[config.mk]
export PLATFORM = sky130hd
export DESIGN_NAME = sysctrl_host
export DESIGN_NICKNAME = d
export VERILOG_FILES = /design/src/rtl/sysctrl_pkg.sv /design/src/rtl/sysctrl_host_gap_timer.sv /design/src/rtl/sysctrl_host.sv
export SDC_FILE = /design/constraint.sdc
export NUM_CORES = 1
export LEC_CHECK = 0
export ABC_AREA = 1
export CORE_MARGIN = 8
export CORE_UTILIZATION = 50
export DETAILED_ROUTE_END_ITERATION = 8
export DONT_BUFFER_PORTS = 1
export PLACE_DENSITY = 0.68
export SLEW_MARGIN = 25
export SYNTH_ARGS = -nofsm -noshare
export SYNTH_HDL_FRONTEND = slang
export SYNTH_SLANG_ARGS = --single-unit
[constraint.sdc]
create_clock -name clk -period 1.8 [get_ports clk]
set_input_delay 0.09 -clock clk [delete_from_list [all_inputs] [get_ports clk]]
set_output_delay 0.09 -clock clk [all_outputs]
set_load 0.01 [all_outputs]
[src/rtl/sysctrl_pkg.sv]
// Shared definitions for both ends of the byte-serial system-control link.
// Latency: n/a (types and constants only).
// Backpressure: n/a.
package sysctrl_pkg;

    // Command codes carried in the start byte of every frame
    localparam logic [7:0] CMD_STATUS  = 8'd0;
    localparam logic [7:0] CMD_LEDS    = 8'd1;
    localparam logic [7:0] CMD_COLOR   = 8'd2;
    localparam logic [7:0] CMD_BUTTONS = 8'd3;
    localparam logic [7:0] CMD_CONFIG  = 8'd4;
    localparam logic [7:0] CMD_INT     = 8'd5;

    // First two bytes a responder returns to a status frame
    localparam logic [7:0] STATUS_MAGIC0 = 8'h5c;
    localparam logic [7:0] STATUS_MAGIC1 = 8'h42;

    // Gap timer width: wide enough for the 16-cycle interrupt holdoff
    localparam int          TMR_W          = 5;
    localparam logic [4:0]  HOLDOFF_CYCLES = 5'd16;

    // Which kind of frame the host is currently running
    localparam logic [1:0] SVC_NONE = 2'd0;
    localparam logic [1:0] SVC_POLL = 2'd1;
    localparam logic [1:0] SVC_ACK  = 2'd2;

    typedef enum logic [2:0] {
        ST_IDLE,
        ST_CMD,
        ST_GAP,
        ST_BYTE,
        ST_DONE,
        ST_IRQ_ACK0,
        ST_IRQ_ACK1,
        ST_HOLDOFF
    } host_state_e;

endpackage

[src/rtl/sysctrl_host_gap_timer.sv]
// Loadable down-counter timing the idle clocks after each strobe.
// Latency: load value N gives N counting cycles; last_gap_o on the Nth.
// Backpressure: none; reload wins over counting.
module sysctrl_host_gap_timer
    import sysctrl_pkg::*;
(
    input  logic             clk,
    input  logic             reset_n,
    input  logic             load_i,
    input  logic [TMR_W-1:0] load_val_i,
    output logic             gap_done_o,
    output logic             last_gap_o
);

    logic [TMR_W-1:0] cnt_q;

    // Count down to zero after each load, then hold
    always_ff @(posedge clk or negedge reset_n) begin
        if (!reset_n) begin
            cnt_q <= '0;
        end else if (load_i) begin
            cnt_q <= load_val_i;
        end else if (cnt_q != '0) begin
            cnt_q <= cnt_q - 1'b1;
        end
    end

    assign gap_done_o = (cnt_q == '0);
    assign last_gap_o = (cnt_q == TMR_W'(1));

endmodule

[src/rtl/sysctrl_host.sv]
// Link initiator: serialises request frames as strobe/start/data, returns sampled bytes.
// Latency: command strobe 1 cycle after accept, rsp_valid at accept+1+(len+1)*(STROBE_GAP+1).
// Backpressure: req_ready low from accept through DONE; rsp_valid is never stalled.
// Optional interrupt polling enabled by defining SYSCTRL_HOST_IRQ_POLL_EN.
module sysctrl_host
    import sysctrl_pkg::*;
#(
    parameter int STROBE_GAP = 2,
    parameter int MAX_LEN    = 8
) (
    input  logic                 clk,
    input  logic                 reset_n,
    input  logic                 req_valid,
    output logic                 req_ready,
    input  logic [7:0]           req_cmd,
    input  logic [3:0]           req_len,
    input  logic [8*MAX_LEN-1:0] req_data,
    output logic                 rsp_valid,
    output logic [8*MAX_LEN-1:0] rsp_data,
    output logic                 sys_strobe,
    output logic                 sys_start,
    output logic [7:0]           sys_data,
    input  logic [7:0]           sys_data_in,
    input  logic                 sys_int_n,
    output logic                 irq_valid,
    output logic [7:0]           irq_status
);

    localparam logic [3:0]       MAX_LEN_L = 4'(MAX_LEN);
    localparam logic [TMR_W-1:0] GAP_L     = TMR_W'(STROBE_GAP);

    host_state_e          state_q;
    logic [3:0]           len_q;
    logic [8*MAX_LEN-1:0] data_q;
    logic [3:0]           idx_q;      // next payload byte to strobe
    logic                 pay_q;      // last strobe carried payload, so a return byte is due
    logic                 req_ready_q;
    logic                 rsp_valid_q;
    logic [8*MAX_LEN-1:0] rsp_data_q;
    logic                 strobe_q;
    logic                 start_q;
    logic [7:0]           sys_data_q;

    logic                 tmr_load;
    logic [TMR_W-1:0]     tmr_val;
    logic                 gap_done;
    logic                 last_gap;
    logic                 gap_end;
    logic [7:0]           next_byte;
    logic [3:0]           ret_idx;
    logic [3:0]           clamp_len;
    logic                 is_req_frame;

`ifdef SYSCTRL_HOST_IRQ_POLL_EN
    logic [1:0]           svc_q;
    logic [7:0]           irq_s_q;
    logic                 irq_valid_q;
    logic [7:0]           irq_status_q;

    assign is_req_frame = (svc_q == SVC_NONE);
    // A pending interrupt pre-empts requests in the same cycle
    assign req_ready    = req_ready_q & sys_int_n;
    assign irq_valid    = irq_valid_q;
    assign irq_status   = irq_status_q;
`else
    logic unused_int_n;

    assign is_req_frame = 1'b1;
    assign req_ready    = req_ready_q;
    assign irq_valid    = 1'b0;
    assign irq_status   = 8'h00;
    assign unused_int_n = sys_int_n;
`endif

    assign rsp_valid  = rsp_valid_q;
    assign rsp_data   = rsp_data_q;
    assign sys_strobe = strobe_q;
    assign sys_start  = start_q;
    assign sys_data   = sys_data_q;

    assign clamp_len = (req_len > MAX_LEN_L) ? MAX_LEN_L : req_len;
    assign ret_idx   = idx_q - 4'd1;
    // Defensive: a zero counter also ends the gap so the FSM can never stall
    assign gap_end   = last_gap | gap_done;

    // Select the payload byte that goes out on the next strobe
    always_comb begin
        next_byte = 8'h00;
        for (int k = 0; k < MAX_LEN; k++) begin
            if (k[3:0] == idx_q) begin
                next_byte = data_q[8*k +: 8];
            end
        end
    end

    // Restart the gap timer on every strobe cycle (and for the interrupt holdoff)
    always_comb begin
        tmr_load = 1'b0;
        tmr_val  = GAP_L;
        if (state_q == ST_CMD || state_q == ST_BYTE) begin
            tmr_load = 1'b1;
        end
`ifdef SYSCTRL_HOST_IRQ_POLL_EN
        if (state_q == ST_IRQ_ACK1) begin
            tmr_load = 1'b1;
            tmr_val  = HOLDOFF_CYCLES;
        end
`endif
    end

    sysctrl_host_gap_timer u_gap_timer (
        .clk        (clk),
        .reset_n    (reset_n),
        .load_i     (tmr_load),
        .load_val_i (tmr_val),
        .gap_done_o (gap_done),
        .last_gap_o (last_gap)
    );

    // Frame sequencer with registered link and handshake outputs
    always_ff @(posedge clk or negedge reset_n) begin
        if (!reset_n) begin
            state_q     <= ST_IDLE;
            len_q       <= '0;
            data_q      <= '0;
            idx_q       <= '0;
            pay_q       <= 1'b0;
            req_ready_q <= 1'b1;
            rsp_valid_q <= 1'b0;
            rsp_data_q  <= '0;
            strobe_q    <= 1'b0;
            start_q     <= 1'b0;
            sys_data_q  <= 8'h00;
`ifdef SYSCTRL_HOST_IRQ_POLL_EN
            svc_q        <= SVC_NONE;
            irq_s_q      <= 8'h00;
            irq_valid_q  <= 1'b0;
            irq_status_q <= 8'h00;
`endif
        end else begin
            strobe_q    <= 1'b0;
            start_q     <= 1'b0;
            rsp_valid_q <= 1'b0;
`ifdef SYSCTRL_HOST_IRQ_POLL_EN
            irq_valid_q <= 1'b0;
`endif
            case (state_q)
                ST_IDLE: begin
`ifdef SYSCTRL_HOST_IRQ_POLL_EN
                    if (!sys_int_n) begin
                        // Poll frame: read the pending interrupt bits
                        len_q       <= 4'd1;
                        data_q      <= '0;
                        idx_q       <= '0;
                        pay_q       <= 1'b0;
                        strobe_q    <= 1'b1;
                        start_q     <= 1'b1;
                        sys_data_q  <= CMD_INT;
                        svc_q       <= SVC_POLL;
                        req_ready_q <= 1'b0;
                        state_q     <= ST_CMD;
                    end else
`endif
                    if (req_valid) begin
                        len_q       <= clamp_len;
                        data_q      <= req_data;
                        rsp_data_q  <= '0;
                        idx_q       <= '0;
                        pay_q       <= 1'b0;
                        strobe_q    <= 1'b1;
                        start_q     <= 1'b1;
                        sys_data_q  <= req_cmd;
                        req_ready_q <= 1'b0;
                        state_q     <= ST_CMD;
                    end
                end
                ST_CMD, ST_BYTE: begin
                    state_q <= ST_GAP;
                end
                ST_GAP: begin
                    if (gap_end) begin
                        if (pay_q) begin
                            if (is_req_frame) begin
                                for (int k = 0; k < MAX_LEN; k++) begin
                                    if (k[3:0] == ret_idx) begin
                                        rsp_data_q[8*k +: 8] <= sys_data_in;
                                    end
                                end
                            end
`ifdef SYSCTRL_HOST_IRQ_POLL_EN
                            else if (svc_q == SVC_POLL) begin
                                irq_s_q <= sys_data_in;
                            end
`endif
                        end
                        if (idx_q < len_q) begin
                            strobe_q   <= 1'b1;
                            sys_data_q <= next_byte;
                            idx_q      <= idx_q + 4'd1;
                            pay_q      <= 1'b1;
                            state_q    <= ST_BYTE;
                        end else if (is_req_frame) begin
                            rsp_valid_q <= 1'b1;
                            state_q     <= ST_DONE;
                        end
`ifdef SYSCTRL_HOST_IRQ_POLL_EN
                        else if (svc_q == SVC_POLL) begin
                            state_q <= ST_IRQ_ACK0;
                        end else begin
                            irq_valid_q  <= 1'b1;
                            irq_status_q <= irq_s_q;
                            state_q      <= ST_IRQ_ACK1;
                        end
`endif
                    end
                end
                ST_DONE: begin
                    req_ready_q <= 1'b1;
                    state_q     <= ST_IDLE;
                end
`ifdef SYSCTRL_HOST_IRQ_POLL_EN
                ST_IRQ_ACK0: begin
                    // Ack frame: write back the bits just read to clear them
                    len_q      <= 4'd1;
                    data_q     <= (8*MAX_LEN)'(irq_s_q);
                    idx_q      <= '0;
                    pay_q      <= 1'b0;
                    strobe_q   <= 1'b1;
                    start_q    <= 1'b1;
                    sys_data_q <= CMD_INT;
                    svc_q      <= SVC_ACK;
                    state_q    <= ST_CMD;
                end
                ST_IRQ_ACK1: begin
                    svc_q   <= SVC_NONE;
                    state_q <= ST_HOLDOFF;
                end
                ST_HOLDOFF: begin
                    if (gap_end) begin
                        req_ready_q <= 1'b1;
                        state_q     <= ST_IDLE;
                    end
                end
`endif
                default: begin
                    req_ready_q <= 1'b1;
                    state_q     <= ST_IDLE;
                end
            endcase
        end
    end

endmodule

==> Word level (Yosys, flattened, before mapping) <==
Cells that the tools add are included.
{ "word_totals": {"reg_bits": 157} }
{ "op_classes": {"reduce_logical": 22, "order_cmp": 2, "n_eq_ne": 30, "addsub": 3, "n_bitwise": 2, "mux": 49} }
{ "op_table": {"columns": ["operator", "count"], "rows": [
  ["$mux W64", 3],
  ["$mux W8", 19],
  ["$pmux W64 S2", 1],
  ["$reduce_and A5 Y1", 8],
  ["$eq A3 B4 Y1 const A", 8],
  ["$ne A2 B2 Y1 const B", 12],
  ["$eq A2 B4 Y1 const A", 4],
  ["$mux W4", 4],
  ["$pmux W8 S2", 1],
  ["$mux W1", 11],
  ["$mux W5", 2],
  ["$mux W3", 3],
  ["$pmux W3 S3", 1],
  ["$eq A1 B4 Y1 const A", 2],
  ["$logic_not A4 Y1", 2],
  ["$pmux W4 S2", 1],
  ["$eq A3 B2 Y1 const B", 2],
  ["$pmux W1 S2", 3],
  ["$reduce_and A2 Y1", 3],
  ["$eq A5 B1 Y1 const B", 1],
  ["$logic_not A5 Y1", 1],
  ["$reduce_bool A5 Y1", 1],
  ["$sub A5 B1 Y5 const B", 1],
  ["$add A4 B1 Y4 const B", 1],
  ["12 further kinds", 13]
]} }

==> Longest topological paths before layout <==
Gate-level depths: netlist of the first run.
{ "depth": {"word_depth": 12, "ltp_mapped": 14} }

==> Cells and area by module <==
A second synthesis of the first run with hierarchy kept.
{ "unflattened": {"cells_unflattened": 869, "hier_area_um2": 7218.2} }
{ "by_module_without_submodules": {"columns": ["module", "area_per_inst_um2", "seq_area_each_um2", "n_inst", "cells_each"], "rows": [
  ["sysctrl_host", 6899.1, 3804.9, 1, 824],
  ["sysctrl_host_gap_timer", 319.1, 125.1, 1, 45]
]} }

==> Least setup slack after synthesis of the first run <==
OpenSTA, ideal clock, no wires.
{ "synth_path": {"path_type": "register to register", "start": "register idx_q[1]", "end": "register sys_data_q[4] (netlist: sys_data[4])", "path_buffers": 2, "arrival_ns": 1.654, "setup_ns": 0.124, "stages_incl_launch_ff": 14, "path_slack_ns": 0.022, "cell_sequence": "dfrtp_1 -> inv_1 -> ha_1 -> buf_2 -> inv_2 -> nor2_1 -> inv_2 -> buf_2 -> nor2_1 -> nor2_1 -> nand2_1 -> nand2_1 -> nand2_1 -> a21oi_1"} }
{ "synth_between": {"elab_chain_len": 12, "word_cells_on_any_way": 22, "classes_between": "order compare: 1; eq/ne: 8; mux: 11; reduce/logical: 2"} }
{ "synth_lines": {"columns": ["item", "line", "source"], "rows": [
  ["from (decl)", "sysctrl_host.sv:35", "logic [3:0] idx_q;"],
  ["from (signal assigned)", "sysctrl_host.sv:199", "idx_q <= idx_q + 4'd1;"],
  ["$logic_not A4 Y1", "sysctrl_host.sv:90", "if (k[3:0] == idx_q) begin"],
  ["$mux W8 (8 in a row)", "sysctrl_host.sv:90", null],
  ["$mux W8", "sysctrl_host.sv:196", "if (idx_q < len_q) begin"],
  ["$mux W8", "sysctrl_host.sv:181", "if (gap_end) begin"],
  ["$pmux W8 S2", "sysctrl_host.sv:147", "case (state_q)"],
  ["to (signal assigned)", "sysctrl_host.sv:172", "sys_data_q <= req_cmd;"],
  ["to (signal assigned)", "sysctrl_host.sv:198", "sys_data_q <= next_byte;"],
  ["to (decl)", "sysctrl_host.sv:42", "logic [7:0] sys_data_q;"]
]} }
Several ways; a longest one is shown, not always the timed one. The select of a mux whose other input is x is not followed.
A chain may end at the register's enable or synchronous reset.

==> Final worst setup path of the first run <==
{ "layout_path": {"start": "register u_gap_timer.cnt_q[0]", "end": "register rsp_data_q[8] (netlist: rsp_data[8])"} }
{ "layout_between": {"elab_chain_len": 4, "word_cells_on_any_way": 5, "classes_between": "eq/ne: 2; bitwise: 1; reduce/logical: 2"} }
{ "layout_lines": {"columns": ["item", "line", "source"], "rows": [
  ["from (decl)", "sysctrl_host_gap_timer.sv:15", "logic [TMR_W-1:0] cnt_q;"],
  ["from (signal assigned)", "sysctrl_host_gap_timer.sv:22", "cnt_q <= load_val_i;"],
  ["from (signal assigned)", "sysctrl_host_gap_timer.sv:24", "cnt_q <= cnt_q - 1'b1;"],
  ["$eq A5 B1 Y1 / $logic_not A5 Y1 (equally long branches)", "sysctrl_host_gap_timer.sv:29, sysctrl_host_gap_timer.sv:28", null],
  ["$or A1 B1 Y1 (*)", "sysctrl_host.sv:84", "assign gap_end = last_gap | gap_done;"],
  ["$ne A2 B2 Y1 (no source line) (*)", null, null],
  ["$reduce_and A5 Y1 (no source line) (*)", null, null],
  ["to (signal, indexed assignment)", "sysctrl_host.sv:186", "rsp_data_q[8*k +: 8] <= sys_data_in;"],
  ["to (decl)", "sysctrl_host.sv:39", "logic [8*MAX_LEN-1:0] rsp_data_q;"]
]} }
Mark *: on every way between the ends. The rest lies on a longest branch, timed or not.

==> results of run 1 <==
## worst paths after layout
kind                                end  cells after the start                 start
min in group clk              sys_start                      3             req_valid
min                        rsp_data[28]                      0               reset_n
min reg2reg                  data_q[27]                      2            data_q[27]
max                         rsp_data[8]                     11  u_gap_timer.cnt_q[0]
max reg2reg                 rsp_data[8]                     11  u_gap_timer.cnt_q[0]
max in group asynchronous      idx_q[2]                      0               reset_n
## stage by stage
stage / TNS [ns] / power (W)
after floorplan: 0 / 0.01018
after global placement: -0.1235 / 0.01142
after detailed placement: -2.028 / 0.01170
after CTS: -2.310 / 0.01563
after global routing: -5.690 / 0.01888
final: -0.1648 / 0.01771
## logic make-up after synthesis
kind of cell	synth area share (%)
and+or+nand+nor	25.76
DFF	55.15
AOI/OAI and AO/OA	9.956
buffers and inverters	6.655
adders and majority gates	1.931
xor gates and xnor gates	0.4917
other	0.05263
## routing by layer
| metal | part of all wire [%] | global-route usage [%] |
|---|---|---|
| met5 | 0 | 0 |
| met2 | 51 | 35.46 |
| met3 | 8.8 | 6.454 |
| met4 | 2.3 | 8.822 |
| met1 | 38 | 24.88 |
## state kept, by name (all words and copies together) (netlist names)
name and count:
data_q 64, rsp_data 64, sys_data 8, u_gap_timer.cnt_q 5, idx_q 4, len_q 4, state_q 3, pay_q 1
req_ready 1, rsp_valid 1, sys_start 1, sys_strobe 1
## area by class of cell
cell class	instances	area share, %
Sequential cell	157	40.94
Multi-Input combinational cell	605	34.47
Timing Repair Buffer	127	13.45
Clock buffer	20	4.645
Inverter	55	2.407
Tap cell	180	2.342
Clock inverter	12	1.666
Timing Repair inverter	1	0.07807
## synth_stat cells, drive strengths merged (2+ instances only)
cell type	instances	area share, %
a21oi	16	1.1
buf	28	3.0
clkbuf	15	0.79
dfrtp	156	55
ha	11	1.9
inv	55	2.9
nand2	357	19
nand3	25	1.8
nand4	14	1.2
nor2	50	2.9
nor3	2	0.30
o21ai	100	8.1
o22ai	2	0.18
xor2	3	0.37
## worst max-delay path, delay by kind of cell (launching register included)
kind	cells	cell delay [ns]
buffers and inverters	2	0.28
AOI/OAI and AO/OA	3	0.34
adders and majority gates	1	0.13
DFF	1	0.45
and+or+nand+nor	5	0.51
## where the power goes
group	switching, W	internal (W)	total (W)	leakage [nW]
Clock	0.00147	0.00223	0.00370	0.289
Sequential	0.00141	0.00505	0.00646	2.00
Combinational	0.00470	0.00284	0.00754	2.28
## what timing repair did
action	in CTS	in global routing
endpoints found under the setup margin	64	75
resized for setup	13	130
pin swaps	1	23
gates cloned	1	11
endpoints found under the hold margin	235	157
setup buffers	0	27
==> results.json, run 1 <==
{
  "post-route-drc-count": 0,
  "regArea_um2": 3936,
  "final_layout_size_suffix_gt1_share_pct": 22.72,
  "final_area_um2": 9615,
  "die_w_um": 135.4,
  "period_minus_slack_ns": 1.838,
  "skew_ns": 0.006972,
  "antenna_cells": 0,
  "power_per_cell_area_nw_per_um2": 1841,
  "syn_area_um2": 7126,
  "dpl.hpwl_mm": 12.73,
  "cpMaxStageDelayCell": "dfrtp_2",
  "drt_iter0_markers": 452,
  "worstSetupPathType": "reg -> reg",
  "synth-seq-cells": 157,
  "cts-root-buf": "clkbuf_16",
  "start_util_pct": 51.33,
  "start_kind": "flip-flop",
  "first_global_vias": 6084,
  "leakagePower_nw": 4.574,
  "timing.fmax_ghz": 0.5441,
  "cts_tree": "yes",
  "critPathRequiredTime_ns": 2.09,
  "finalSetupViolCount": 16,
  "cp_cell_sequence": "inv_2 -> ha_4 -> o21ai_2 -> nand2_2 -> nand2_2 -> nor2_4 -> o21a_4 -> buf_12 -> nand2_8 -> nand2_2 -> o21ai_1",
  "nets": 1063,
  "grt_pass1_wl_mm": 30.77,
  "core_region_area_um2": 13880,
  "yosys_warnings": 0,
  "synth_flop_cell": "dfrtp_1",
  "instances_no_fill": 1157,
  "fin_ws_ns": -0.03790,
  "rrSetupSlack_ns": -0.04,
  "wl_per_cell_um": 18.11,
  "grtUsageTotal_pct": 21.20,
  "whs_ns": -0.6367,
  "cts.hold.buffers_added": 77,
  "drt_first_pass_iters": 5,
  "place_area_um2": 7303,
  "die_y_um": 135.4,
  "synthArstFlopShare_pct": 100.0,
  "seq_area_frac_synth_pct": 55.15,
  "fillers": 1001,
  "arrival_ns": 2.13,
  "cts_sinks": 157,
  "tightest_slew_ns": 0.5078,
  "dp.cells": 1009,
  "die-area_um2": 18330,
  "antenna_found_initial": 0,
  "synthToLayoutAreaGrowth_pct": 34.94,
  "clockBufferDepth": 2,
  "grt_max_degree": 158,
  "slowest_delay_ns": 0.45,
  "synth_cell_types": 33,
  "status": "finished with violations",
  "layout_commonest_cell": "nand2_1",
  "worstSkewPairLatency_ns": 0.43,
  "rsz0062_at_grt": "true",
  "clkSlewWorstSetupHoldPaths_ns": 0.06,
  "final_cell_mix": "308 x nand2_1, 151 x dfrtp_1, 77 x dlygate4sd3_1",
  "synth_edf_count": 0,
  "syn_area_per_cell_um2": 8.453,
  "htree_levels": 4,
  "numCtsBuffers": 17,
  "pre_cts_slack_ns": -0.1016,
  "routed_via_density": 5.358,
  "hp-class": "in -> async",
  "max_slew_margin_pct": 66.07,
  "rows": 43,
  "crit_fanout": 8,
  "port_buffers": 0,
  "gp_congestion": 0.8307,
  "endpoint_kind": "flip-flop",
  "wl_mm": 20.95,
  "violations": "hold timing, setup timing",
  "maxCapViolCount": 0,
  "drv_slew": 0,
  "ios": 173,
  "ant_nets": 0,
  "grt-ovfl-total": 0,
  "multi_input_area_um2": 3314,
  "post-route-util_pct": 69.27,
  "finalHoldViolCount": 157,
  "crit_top_cell": "nand2_2",
  "netlist_instances": 843,
  "finalCritPeriodShare_pct": 102.1,
  "peakVddDrop_v": 0.0009264,
  "via_count": 6199
}
Power figures use the tool's default switching activity.
==> run 2: changes to the inputs <==
Settings changed: CTS_BUF_LIST set to sky130_fd_sc_hd__clkbuf_2 sky130_fd_sc_hd__clkbuf_4 sky130_fd_sc_hd__clkbuf_8.
==> run 2 against run 1 <==
Effect of this change: the flow still finishes with violations (hold timing, setup timing); worst hold slack worse by 0.034 ns; setup slack better by 0.028 ns; die area unchanged; count of clock-buffer cells in the layout unchanged; fmax up 1.6%; via count down 1.6%; register-to-register slack better by 0.03 ns; cell count down 0.17%; largest power group unchanged.
==> results.json, run 2 (same netlist as run 1, synthesis figures left out) <==
{
  "start_kind": "flip-flop",
  "antenna_found_initial": 0,
  "grt_pass1_wl_mm": 30.45,
  "gp_congestion": 0.8307,
  "skew_ns": 0.009559,
  "drt_first_pass_iters": 5,
  "clkSlewWorstSetupHoldPaths_ns": 0.09,
  "endpoint_kind": "flip-flop",
  "grtUsageTotal_pct": 20.82,
  "port_buffers": 0,
  "timing.fmax_ghz": 0.5526,
  "routed_via_density": 5.283,
  "fin_ws_ns": -0.009494,
  "arrival_ns": 2.14,
  "fin_setup_tns_ns": -0.03649,
  "cts-root-buf": "clkbuf_8",
  "worstSetupPathType": "reg -> reg",
  "whs_ns": -0.6705,
  "worstSkewPairLatency_ns": 0.45,
  "rrSetupSlack_ns": -0.009,
  "critPathRequiredTime_ns": 2.13,
  "crit_fanout": 8,
  "htree_levels": 4,
  "reg2reg_from": "idx_q[2]",
  "die-area_um2": 18330,
  "rows": 43,
  "die_y_um": 135.4,
  "grt_max_degree": 158,
  "period_minus_slack_ns": 1.809,
  "ant_nets": 0,
  "rr_worst_depth": 9,
  "pre_cts_slack_ns": -0.1016,
  "clockBufferDepth": 2,
  "tightest_slew_ns": 0.5321,
  "final_cell_mix": "301 x nand2_1, 151 x dfrtp_1, 77 x dlygate4sd3_1",
  "max_slew_margin_pct": 64.44,
  "via_count": 6102,
  "r2r_end": "rsp_data[41]",
  "hp-class": "in -> async",
  "final_area_um2": 9405,
  "place_area_um2": 7303,
  "cts.hold.buffers_added": 77,
  "cts_sinks": 157,
  "drv_slew": 0,
  "numCtsBuffers": 17,
  "ios": 173,
  "wl_per_cell_um": 17.75,
  "violations": "hold timing, setup timing",
  "peakVddDrop_v": 0.0007743,
  "leakagePower_nw": 4.484,
  "finalCritPeriodShare_pct": 100.5,
  "wl_mm": 20.50,
  "power_per_cell_area_nw_per_um2": 1788,
  "drt_iter0_markers": 379,
  "core_region_area_um2": 13880,
  "finalHoldViolCount": 157,
  "status": "finished with violations",
  "dpl.hpwl_mm": 12.73,
  "start_util_pct": 51.33,
  "antenna_cells": 0,
  "cts_tree": "yes",
  "nets": 1061,
  "layout_commonest_cell": "nand2_1",
  "maxCapViolCount": 0,
  "post-route-drc-count": 0,
  "finalSetupViolCount": 7,
  "rsz0062_at_grt": "true",
  "die_w_um": 135.4,
  "synthToLayoutAreaGrowth_pct": 31.99,
  "first_global_vias": 6030,
  "final_layout_size_suffix_gt1_share_pct": 23.79,
  "grt-ovfl-total": 0
}
==> run 2: through the flow <==
step / util [%] / cells / total power, W
global route: 67.76 / 1155 / 0.01799
finish: 67.76 / 1155 / 0.01682
detailed placement: 52.61 / 1009 / 0.01170
floorplan: - / 851 / 0.01018
global placement: 52.61 / 1009 / 0.01142
CTS: 61.51 / 1119 / 0.01472
==> run 2: worst max-delay path by stage <==
stage	to	from	depth (start not counted)	slack, ns
floorplan	sys_data[4]	idx_q[1]	13	0.02
global placement	sys_data[5]	idx_q[0]	11	-0.03
detailed placement	sys_data[5]	idx_q[0]	11	-0.10
CTS	rsp_data[36]	u_gap_timer.cnt_q[1]	10	-0.09
global route	sys_data[1]	idx_q[1]	9	-0.12
finish	rsp_data[41]	idx_q[2]	9	-0.009
==> run 2: what timing repair did <==
action,CTS,global route
resized for setup,14,140
gates cloned,1,10
hold endpoints to repair,235,157
pin swaps,1,19
endpoints found under the setup margin,64,76
setup buffers,0,26
==> run 2: worst max-delay path, cell delays in order, from the launching register on <==
cell     delay, ns
dfrtp_2       0.49
inv_2         0.11
nand3_1       0.10
xor2_1        0.16
inv_2         0.10
nand3_4       0.14
o21ai_4       0.30
nand2_8       0.14
nand2_2       0.08
o21ai_1       0.06
==> run 2: routing by layer <==
metal	up-vias	global-route usage (%)	routed length (um)
met1	2931	24.69	8075
met5	-	0	0
li1	2900	-	-
met4	0	7.773	383
met3	34	6.528	1701
met2	237	34.80	10340
==> run 2: layout make-up <==
class                   count  area [um2]
fillers                  1037        4476
flip-flops and latches    157        3936
multi-input cells         605        3351
repair buffers            125        1232
clock buffers              20       262.8
inverters                  55       230.2
well taps                 180       225.2
clock inverters            12       160.2
repair inverters            1       7.507
==> run 2: where the power goes <==
part	total (W)	switching, W	internal (W)	leakage (nW)
clock network	0.00281	0.00135	0.00145	0.209
logic	0.00755	0.00469	0.00286	2.27
registers	0.00646	0.00142	0.00504	2.00
total	0.0168	0.00747	0.00935	4.48
